--- config.mk ---
export PLATFORM = sky130hd
export DESIGN_NAME = depth_fifo
export DESIGN_NICKNAME = d
export VERILOG_FILES = /design/src/rtl/depth_fifo.sv
export SDC_FILE = /design/constraint.sdc
export NUM_CORES = 1
export LEC_CHECK = 0
export ABC_CLOCK_PERIOD_IN_PS = 3000
export CORE_ASPECT_RATIO = 1.1
export CORE_MARGIN = 8
export CORE_UTILIZATION = 40
export CTS_CLUSTER_DIAMETER = 150
export DETAILED_ROUTE_END_ITERATION = 12
export PLACE_DENSITY_LB_ADDON = 0.25
export RECOVER_POWER = 25
export SYNTH_ARGS = -nofsm -noshare
export SYNTH_HDL_FRONTEND = slang
export SYNTH_SLANG_ARGS = --single-unit
--- constraint.sdc ---
create_clock -name clk_i -period 3 [get_ports clk_i]
set_input_delay 0.3 -clock clk_i [delete_from_list [all_inputs] [get_ports clk_i]]
set_output_delay 0.3 -clock clk_i [all_outputs]
set_load 0.01 [all_outputs]
--- src/rtl/depth_fifo.sv ---
// Synchronous FIFO with a valid/ready handshake on both sides, occupancy count and
// almost-full flag. A full FIFO still accepts a write when a read happens in the same cycle.
module depth_fifo #(
  parameter int WIDTH    = 16,
  parameter int DEPTH    = 4,
  parameter int AF_LEVEL = DEPTH - 1
) (
  input  logic                     clk_i,
  input  logic                     reset_n_i,
  input  logic                     flush_i,
  input  logic                     valid_i,
  output logic                     ready_o,
  input  logic [WIDTH-1:0]         data_i,
  output logic                     valid_o,
  input  logic                     ready_i,
  output logic [WIDTH-1:0]         data_o,
  output logic [$clog2(DEPTH):0]   count_o,
  output logic                     almost_full_o
);

  localparam int PW = $clog2(DEPTH);
  localparam int CW = PW + 1;

  localparam logic [CW-1:0] FULL_COUNT = CW'(DEPTH);
  localparam logic [CW-1:0] AF_COUNT   = CW'(AF_LEVEL);
  localparam logic [CW-1:0] COUNT_STEP = CW'(1);
  localparam logic [PW-1:0] PTR_STEP   = PW'(1);

  logic [WIDTH-1:0] mem [DEPTH];
  logic [PW-1:0]    wr_ptr;
  logic [PW-1:0]    rd_ptr;
  logic [CW-1:0]    count;
  logic             active;
  logic             push;
  logic             pop;

  // Reset and flush both block the handshake so that nothing is written or consumed
  // in a cycle whose state is about to be cleared.
  assign active  = reset_n_i & ~flush_i;
  assign valid_o = (count != '0);
  assign ready_o = active & ((count != FULL_COUNT) | ready_i);
  assign push    = valid_i & ready_o;
  assign pop     = valid_o & ready_i & active;

  assign data_o        = mem[rd_ptr];
  assign count_o       = count;
  assign almost_full_o = (count >= AF_COUNT);

  // NOTE: sequential state uses non-blocking assignments so every register samples
  // the pre-edge values of its neighbours, regardless of block evaluation order.
  always_ff @(posedge clk_i) begin
    if (!active) begin
      wr_ptr <= '0;
      rd_ptr <= '0;
      count  <= '0;
    end else begin
      if (push) wr_ptr <= wr_ptr + PTR_STEP;
      if (pop)  rd_ptr <= rd_ptr + PTR_STEP;
      case ({push, pop})
        2'b10:   count <= count + COUNT_STEP;
        2'b01:   count <= count - COUNT_STEP;
        default: count <= count;
      endcase
    end
  end

  // NOTE: storage has no reset; an entry is only observable once count covers it,
  // so clearing the array would add reset fan-out without changing behaviour.
  always_ff @(posedge clk_i) begin
    if (push) mem[wr_ptr] <= data_i;
  end

endmodule

==> results of run 1 <==
layout make-up:
class,count,area share (%)
sequential,73,59.9
multi-input combinational,55,19.1
timing repair buffer,43,12.2
clock buffer,12,3.85
tap,85,3.03
clock inverter,4,1.25
inverter,6,0.642
power groups by stage:
stage	Sequential, mW	Clock (mW)	Combinational (mW)
2_1_floorplan	1.14	0	0.0296
3_3_place_gp	1.14	0	0.0835
3_5_place_dp	1.14	0	0.0872
4_1_cts	1.12	0.715	0.0877
5_1_grt	1.12	0.755	0.0906
6_report	1.12	0.694	0.0840
logic make-up after synthesis:
logic type / after synthesis / synth area share, %
buffers and inverters: 11 / 1.69
multiplexers: 17 / 13.1
AND/OR/NAND/NOR: 21 / 4.66
adder cells (fa/ha/maj): 6 / 2.93
XOR/XNOR: 4 / 1.24
AO/OA/AOI/OAI: 7 / 1.86
flip-flops: 73 / 74.5
path summary, 6_finish.rpt:
path,from,endpoint,slack (ns),cells after the start
worst min register to register,wr_ptr[0],wr_ptr[0],0.52,2
worst min-delay path,wr_ptr[0],wr_ptr[0],0.52,2
worst max register to register,count_o[2],count_o[2],0.48,9
worst max-delay path,count_o[2],count_o[2],0.48,9
flip-flops by register name, indices dropped and copies added (netlist names), named ones only:
| name | count |
|---|---|
| count_o | 3 |
| mem | 64 |
| rd_ptr | 2 |
| wr_ptr | 2 |
critical path: stages (launching register included):
cell                      delay (ns)
sky130_fd_sc_hd__dfxtp_1        0.46
sky130_fd_sc_hd__or4b_4         0.54
sky130_fd_sc_hd__and2_4         0.18
sky130_fd_sc_hd__inv_1          0.06
sky130_fd_sc_hd__ha_1           0.18
sky130_fd_sc_hd__inv_1          0.07
sky130_fd_sc_hd__fa_1           0.38
sky130_fd_sc_hd__xor2_1         0.16
sky130_fd_sc_hd__or3_1          0.31
sky130_fd_sc_hd__a21oi_1        0.13
cells in the final DEF, fill, tap and decap left out:
cell type | Yosys | final
sky130_fd_sc_hd__a21o_2 | 1 | 1
sky130_fd_sc_hd__a21oi_1 | 2 | 2
sky130_fd_sc_hd__and2_2 | 1 | 1
sky130_fd_sc_hd__and2_4 | 1 | 1
sky130_fd_sc_hd__and3_2 | 4 | 4
sky130_fd_sc_hd__and3b_2 | 1 | 1
sky130_fd_sc_hd__buf_4 | 1 | 1
sky130_fd_sc_hd__bufinv_16 | 0 | 1
sky130_fd_sc_hd__clkbuf_1 | 2 | 3
sky130_fd_sc_hd__clkbuf_8 | 0 | 9
sky130_fd_sc_hd__clkdlybuf4s50_1 | 0 | 32
sky130_fd_sc_hd__clkinv_1 | 0 | 1
sky130_fd_sc_hd__clkinv_2 | 0 | 2
sky130_fd_sc_hd__dfxtp_1 | 9 | 9
sky130_fd_sc_hd__dlygate4sd3_1 | 0 | 10
sky130_fd_sc_hd__edfxtp_1 | 64 | 64
sky130_fd_sc_hd__fa_1 | 1 | 1
sky130_fd_sc_hd__ha_1 | 5 | 5
sky130_fd_sc_hd__inv_1 | 6 | 6
sky130_fd_sc_hd__mux2i_1 | 1 | 1
sky130_fd_sc_hd__mux4_2 | 16 | 16
sky130_fd_sc_hd__nand2_1 | 1 | 1
sky130_fd_sc_hd__nand2b_1 | 1 | 1
sky130_fd_sc_hd__nand3_1 | 1 | 1
sky130_fd_sc_hd__nor2_1 | 7 | 7
sky130_fd_sc_hd__nor2b_1 | 1 | 1
sky130_fd_sc_hd__o21ai_0 | 1 | 1
sky130_fd_sc_hd__o311ai_0 | 1 | 1
sky130_fd_sc_hd__o31ai_1 | 1 | 1
sky130_fd_sc_hd__o31ai_2 | 1 | 1
sky130_fd_sc_hd__or3_1 | 1 | 1
sky130_fd_sc_hd__or3_2 | 1 | 1
sky130_fd_sc_hd__or4b_4 | 1 | 1
sky130_fd_sc_hd__xor2_1 | 4 | 4
layer usage:
metal  part of all wire, %  wire length, um  vias to the layer above
met2                    53             2620                       35
met4                   1.7               84                        0
li1                      -                -                      647
met5                     0                0                        -
met3                   5.9              292                        9
met1                    40             1970                      717
==> parameters.txt, run 1 <==
Parameter                              Value

Synthesis
  Fraction of the yosys area taken by sequential cells    74.5%
  Register bit count reported by yosys    73
  Number of flops mapped to enable cells by yosys    64
  Commonest cells in the synthesized netlist    64 x sky130_fd_sc_hd__edfxtp_1, 16 x sky130_fd_sc_hd__mux4_2, 9 x sky130_fd_sc_hd__dfxtp_1, 7 x sky130_fd_sc_hd__nor2_1, 6 x sky130_fd_sc_hd__inv_1
  FFs w/ async S/R, synth    0%
  Number of warnings reported in the yosys synthesis log    0
  Post-Synthesis Cells    139
  Fraction of synthesized cell area taken by the top area cell type    68.1%
  Most area-consuming cells after synthesis    sky130_fd_sc_hd__edfxtp_1 68%, sky130_fd_sc_hd__mux4_2 13%, sky130_fd_sc_hd__dfxtp_1 6.4%
  Post-Synthesis Net Count    166
  Avg Inst Size Synth    20.3 sq um
  Cell area after technology mapping    0.00282 sq mm
  Top_reg_cell synth    sky130_fd_sc_hd__edfxtp_1
  Number of distinct library cell variants in the gate-level netlist after synthesis    29
  Most common cell in the synthesized netlist    sky130_fd_sc_hd__edfxtp_1
  Largest area contributor in the netlist    sky130_fd_sc_hd__edfxtp_1

Drt
  Average vias per placed instance    5.06
  Iteration count of the initial detailed-routing pass    4
  Final wirelength    4.97 mm
  Routed wire per std cell    17.9 um
  Vias post-DR    1408
  Number of routed nets with antenna violations    0
  DRC Markers    0
  Iteration-0 DRC Markers    55

GRT
  Global route hottest layer    met2
  Residual overflow from global routing    0
  Antenna violations before repair    0
  GR Util met1    12.2%
  Global-route wire length before repair    7.92 mm
  Global-route met2 utilization    17.3%
  Pin count of the biggest net entering global routing    17
  Number of global-route vias before repair    1554
  Met3 Track Usage GR    3.10%
  Global Route Usage Sum    10.7%

Placed design
  Half-perimeter wire length after detailed placement    3.36 mm
  Final weighted congestion in routability-driven placement    0.702
  Port buffer count    42
  Worst setup slack after placement    0.188 ns
  Post-place instance area    0.00333 sq mm
  Post-placement cell count    262

Die
  Effective utilization at floorplan    40.7%
  Std-Cell Rows    32
  Die outline height    104 um
  Area of the core    0.00693 sq mm
  X dimension of the die    96.1 um
  Die area    0.0100 sq mm
  Boundary pin count    43

Final layout
  Final standard cell utilization of the core    50.7%
  Final Cell Area    0.00351 sq mm
  Fraction of final layout cells sized beyond drive strength 1    20.7%
  Layout Nets    215
  Number of antenna cells inserted    0
  Combined area of the multi-input logic cells    672 sq um
  Final non-filler cell total    278
  Area overhead of the layout relative to synthesis    24.4%
  Fill cells    564
  Area taken by flip-flops and latches    0.00210 sq mm

STA
  Setup clock skew after layout    0.00808 ns
  Headroom to the max-slew limit    46.4%
  Final setup violating endpoints    0
  Crit path setup slack, layout    0.479 ns
  Slew at the pin closest to its max-slew limit    0.803 ns
  Time the final worst path needs with I/O delays and setup    2.52 ns
  Worst hold margin    0.522 ns
  RSZ-0062 raised after global routing    false
  Tcrit/Tclk final    84.0%
  Final Max Slew Viols    0
  Fmax    0.397 GHz
  Setup tns final    0 ns
  Final hold vios    0

Power
  Design internal power    1.54 mW
  Switching part of the total power    18.7%
  Cell leakage power    1.13 nW
  Combinational fraction of design power    4.4%
  Power share of the sequential group    59.0%
  Design Power    1.90 mW
  Net switching power    0.355 mW
  Share of total power in the clock network    36.6%
  Maximum vdd ir drop    0.000265 V
  Total power per unit cell area    541 mW/mm^2

Worst setup path
  Required time of the critical path    3.26 ns
  Crit path arrival time    2.78 ns
  Largest driver fanout on the critical path    8
  CP Capture Type    flip-flop
  Worst setup SP type    flip-flop
  Classification of the worst setup path    flip-flop to flip-flop

Clock tree
  Clock transition at the register clock pins on the worst setup and hold paths after CTS    0.07 ns
  Hold buffer count at cts    0
  Clock sink count    73
  Worst-case clock buffer depth    2
  Number of H-tree levels    3
  Clock buffers created by TritonCTS    9
  Clock insertion delay at the later pin of the skew report    0.32 ns
  Clock root buffer    sky130_fd_sc_hd__clkbuf_8
  Cells resized by post-CTS repair    0
  Post-CTS setup repair buffer count    0
  TritonCTS clock tree    done

Min path
  Class of the tightest hold or removal check    flip-flop to flip-flop

Flow run
  Reported max-cap violation count    0

Status
  Run status    finished, final reports clean
Note: power is estimated with default switching activity, not from simulation.
==> run 2: changes to the inputs <==
--- a/config.mk
+++ b/config.mk
@@ -5,7 +5,7 @@
 export SDC_FILE = /design/constraint.sdc
 export NUM_CORES = 1
 export LEC_CHECK = 0
-export ABC_CLOCK_PERIOD_IN_PS = 3000
+export ABC_CLOCK_PERIOD_IN_PS = 2100
 export CORE_ASPECT_RATIO = 1.1
 export CORE_MARGIN = 8
 export CORE_UTILIZATION = 40
==> constraint.sdc (replaced) <==
create_clock -name clk_i -period 2.1 [get_ports clk_i]
set_input_delay 0.21 -clock clk_i [delete_from_list [all_inputs] [get_ports clk_i]]
set_output_delay 0.21 -clock clk_i [all_outputs]
set_load 0.01 [all_outputs]
==> run 2 against run 1 <==
- sequential power is 43% higher
- clock power increased by 46%
- design area grew 5.2%
- the run now ends with setup timing left
- critical path type unchanged
- critical endpoint unchanged
- cell count grew 5.0%
- non-clock buffer count grew 14
- combinational power up 49%
- sequential share of layout area decreased by 2.7 points
- count of clock-buffer cells in the layout decreased by 3
- global-route usage is 0.11 points higher
- clock skew increased by 0.0020 ns
==> parameters.txt, run 2 (synthesis gave the netlist of run 1 again) <==
Parameter                              Value

Status
  Run status    finished, violations left (was finished, final reports clean)
  Failing checks    setup timing

Worst setup path
  Category of cells accounting for the largest share of critical-path delay    simple AND/OR/NAND/NOR gates (unchanged)
  CP Capture Type    flip-flop (unchanged)
  Required time of the critical path    2.37 ns (was 3.26 ns)
  Number of gates on the worst path with buffers counted    9 (unchanged)
  Setup crit end    count_o[2] (unchanged)
  Sequence of cells on the critical path    or4b_4 > and2_4 > inv_2 > ha_4 > inv_2 > fa_2 > xor2_1 > or3_1 > a21oi_2 (was or4b_4 > and2_4 > inv_1 > ha_1 > inv_1 > fa_1 > xor2_1 > or3_1 > a21oi_1)
  Most used cell along the critical path    sky130_fd_sc_hd__inv_2 (was sky130_fd_sc_hd__inv_1)
  Crit path from    count_o[1] (was count_o[2])
  Endpoint of the worst-slack reg-to-reg timing path    count_o[2] (unchanged)
  Worst setup SP type    flip-flop (unchanged)
  Worst R2R Path Depth    9 (unchanged)
  Worst stage delay on the critical path    0.52 ns (was 0.54 ns)
  Classification of the worst setup path    flip-flop to flip-flop (unchanged)
  Largest driver fanout on the critical path    2 (was 8)
  Reg2Reg Setup Slack    -0.20 ns (was 0.48 ns)
  Crit path max-delay cell type    sky130_fd_sc_hd__or4b_4 (unchanged)
  Worst path bufs/invs    2 (unchanged)
  RR Startpoint    count_o[1] (was count_o[2])
  Crit path arrival time    2.57 ns (was 2.78 ns)

Final layout
  Most frequent standard cell in the layout excluding fill and tap cells    sky130_fd_sc_hd__edfxtp_1 (unchanged)
  Layout Nets    229 (was 215)
  Combined area of the multi-input logic cells    697 sq um (was 672 sq um)
  Max FFs per register    64 (unchanged)
  Number of antenna cells inserted    0 (unchanged)
  Area taken by flip-flops and latches    0.00211 sq mm (was 0.00210 sq mm)
  Final standard cell utilization of the core    53.3% (was 50.7%)
  Area overhead of the layout relative to synthesis    30.8% (was 24.4%)
  Most flop-heavy register    mem (unchanged)
  Most used cells in the layout excluding fill and tap cells    64 x sky130_fd_sc_hd__edfxtp_1, 16 x sky130_fd_sc_hd__mux4_2, 15 x sky130_fd_sc_hd__clkdlybuf4s50_1 (was 64 x sky130_fd_sc_hd__edfxtp_1, 32 x sky130_fd_sc_hd__clkdlybuf4s50_1, 16 x sky130_fd_sc_hd__mux4_2)
  Fraction of final layout cells sized beyond drive strength 1    32.9% (was 20.7%)
  Fill cells    542 (was 564)
  Final non-filler cell total    292 (was 278)
  Final Cell Area    0.00369 sq mm (was 0.00351 sq mm)

Placed design
  Post-placement cell count    275 (was 262)
  Port buffer count    42 (unchanged)
  Final weighted congestion in routability-driven placement    0.692 (was 0.702)
  Half-perimeter wire length after detailed placement    3.34 mm (was 3.36 mm)
  Worst setup slack after placement    -0.538 ns (was 0.188 ns)
  Post-place instance area    0.00346 sq mm (was 0.00333 sq mm)

Clock tree
  Post-CTS setup repair buffer count    0 (unchanged)
  Worst-case clock buffer depth    2 (unchanged)
  Clock root buffer    sky130_fd_sc_hd__clkbuf_8 (unchanged)
  Hold buffer count at cts    0 (unchanged)
  Clock sink count    73 (unchanged)
  Clock insertion delay at the later pin of the skew report    0.34 ns (was 0.32 ns)
  TritonCTS clock tree    done (unchanged)
  Clock buffers created by TritonCTS    9 (unchanged)
  Number of H-tree levels    3 (unchanged)
  Clock transition at the register clock pins on the worst setup and hold paths after CTS    0.07 ns (about the same)

STA
  Fmax    0.434 GHz (was 0.397 GHz)
  Crit path setup slack, layout    -0.202 ns (was 0.479 ns)
  Setup clock skew after layout    0.0101 ns (was 0.00808 ns)
  Time the final worst path needs with I/O delays and setup    2.30 ns (was 2.52 ns)
  Headroom to the max-slew limit    70.1% (was 46.4%)
  Slew at the pin closest to its max-slew limit    0.448 ns (was 0.803 ns)
  Setup tns final    -0.202 ns (was 0 ns)
  Final Max Slew Viols    0 (unchanged)
  Final hold vios    0 (unchanged)
  Tcrit/Tclk final    110% (was 84.0%)
  Worst hold margin    0.514 ns (was 0.522 ns)
  RSZ-0062 raised after global routing    true (was false)
  Final setup violating endpoints    1 (was 0)

Die
  Effective utilization at floorplan    40.7% (unchanged)
  Std-Cell Rows    32 (unchanged)
  Die area    0.0100 sq mm (unchanged)
  Boundary pin count    43 (unchanged)
  X dimension of the die    96.1 um (unchanged)
  Die outline height    104 um (unchanged)
  Area of the core    0.00693 sq mm (unchanged)

Drt
  Iteration count of the initial detailed-routing pass    4 (unchanged)
  Average vias per placed instance    4.91 (was 5.06)
  DRC Markers    0 (unchanged)
  Iteration-0 DRC Markers    27 (was 55)
  Final wirelength    5.00 mm (was 4.97 mm)
  Number of routed nets with antenna violations    0 (unchanged)
  Routed wire per std cell    17.1 um (was 17.9 um)
  Vias post-DR    1434 (was 1408)

GRT
  Residual overflow from global routing    0 (unchanged)
  Number of global-route vias before repair    1639 (was 1554)
  Global-route wire length before repair    8.05 mm (was 7.92 mm)
  Global Route Usage Sum    10.9% (was 10.7%)
  Pin count of the biggest net entering global routing    17 (unchanged)
  Antenna violations before repair    0 (unchanged)

Flow run
  Reported max-cap violation count    0 (unchanged)

Power
  Design Power    2.73 mW (was 1.90 mW)
  Total power per unit cell area    740 mW/mm^2 (was 541 mW/mm^2)
  Maximum vdd ir drop    0.000429 V (was 0.000265 V)
  Cell leakage power    1.29 nW (was 1.13 nW)

Min path
  Class of the tightest hold or removal check    input port to flip-flop (was flip-flop to flip-flop)
[run 2: timing repair]
item | CTS | global route
pin swaps | 2 | 0
setup endpoints to repair | 19 | 8
gates cloned | 1 | 0
resized for setup | 14 | 9
[run 2: metal layers]
| metal | part of all wire, % | routed length (um) | global-route usage, % |
|---|---|---|---|
| met5 | 0 | 0 | 0 |
| met4 | 2.4 | 118 | 6.27 |
| met3 | 6.3 | 314 | 3.54 |
| met2 | 48 | 2410 | 16.8 |
| met1 | 43 | 2160 | 12.8 |
[run 2: how the worst min path moves through the flow]
| stage | from | depth (start not counted) | slack, ns | to |
|---|---|---|---|---|
| detailed placement | wr_ptr[0] | 1 | 0.52 | wr_ptr[0] |
| finish | data_i[5] | 1 | 0.51 | mem[1][5] |
| global placement | wr_ptr[0] | 1 | 0.49 | wr_ptr[0] |
| floorplan | data_i[0] | 0 | 0.31 | mem[0][0] |
| global route | data_i[11] | 1 | 0.54 | mem[0][11] |
| CTS | data_i[14] | 1 | 0.48 | mem[2][14] |
[run 2: report_power, final]
part	leakage, nW	total (mW)	internal, mW	switching, mW
clock	0.0978	1.01	0.535	0.475
combinational	0.537	0.125	0.0701	0.0547
sequential	0.654	1.60	1.59	0.00514
total	1.29	2.73	2.20	0.535
[run 2: worst register-to-register path, cell delays in order (launching register included)]
cell and delay (ns):
sky130_fd_sc_hd__dfxtp_4 0.35, sky130_fd_sc_hd__or4b_4 0.52, sky130_fd_sc_hd__and2_4 0.16, sky130_fd_sc_hd__inv_2 0.06
sky130_fd_sc_hd__ha_4 0.14, sky130_fd_sc_hd__inv_2 0.04, sky130_fd_sc_hd__fa_2 0.34, sky130_fd_sc_hd__xor2_1 0.16
sky130_fd_sc_hd__or3_1 0.33, sky130_fd_sc_hd__a21oi_2 0.14
[run 2: layout make-up]
| type | instances | share of cell area (%) |
|---|---|---|
| clock buffers | 9 | 3.36 |
| multi-input cells | 55 | 18.9 |
| clock inverters | 7 | 1.66 |
| inverters | 6 | 0.610 |
| repair buffers | 57 | 15.4 |
| flip-flops and latches | 73 | 57.2 |
| well taps | 85 | 2.88 |
==> run 3: changes to the inputs <==
--- a/config.mk
+++ b/config.mk
@@ -13,6 +13,7 @@
 export DETAILED_ROUTE_END_ITERATION = 12
 export PLACE_DENSITY_LB_ADDON = 0.25
 export RECOVER_POWER = 25
+export SKIP_LAST_GASP = 1
 export SYNTH_ARGS = -nofsm -noshare
 export SYNTH_HDL_FRONTEND = slang
 export SYNTH_SLANG_ARGS = --single-unit
==> results of run 3 <==
No change in the layout: final DEF, timing and power equal those of run 2.
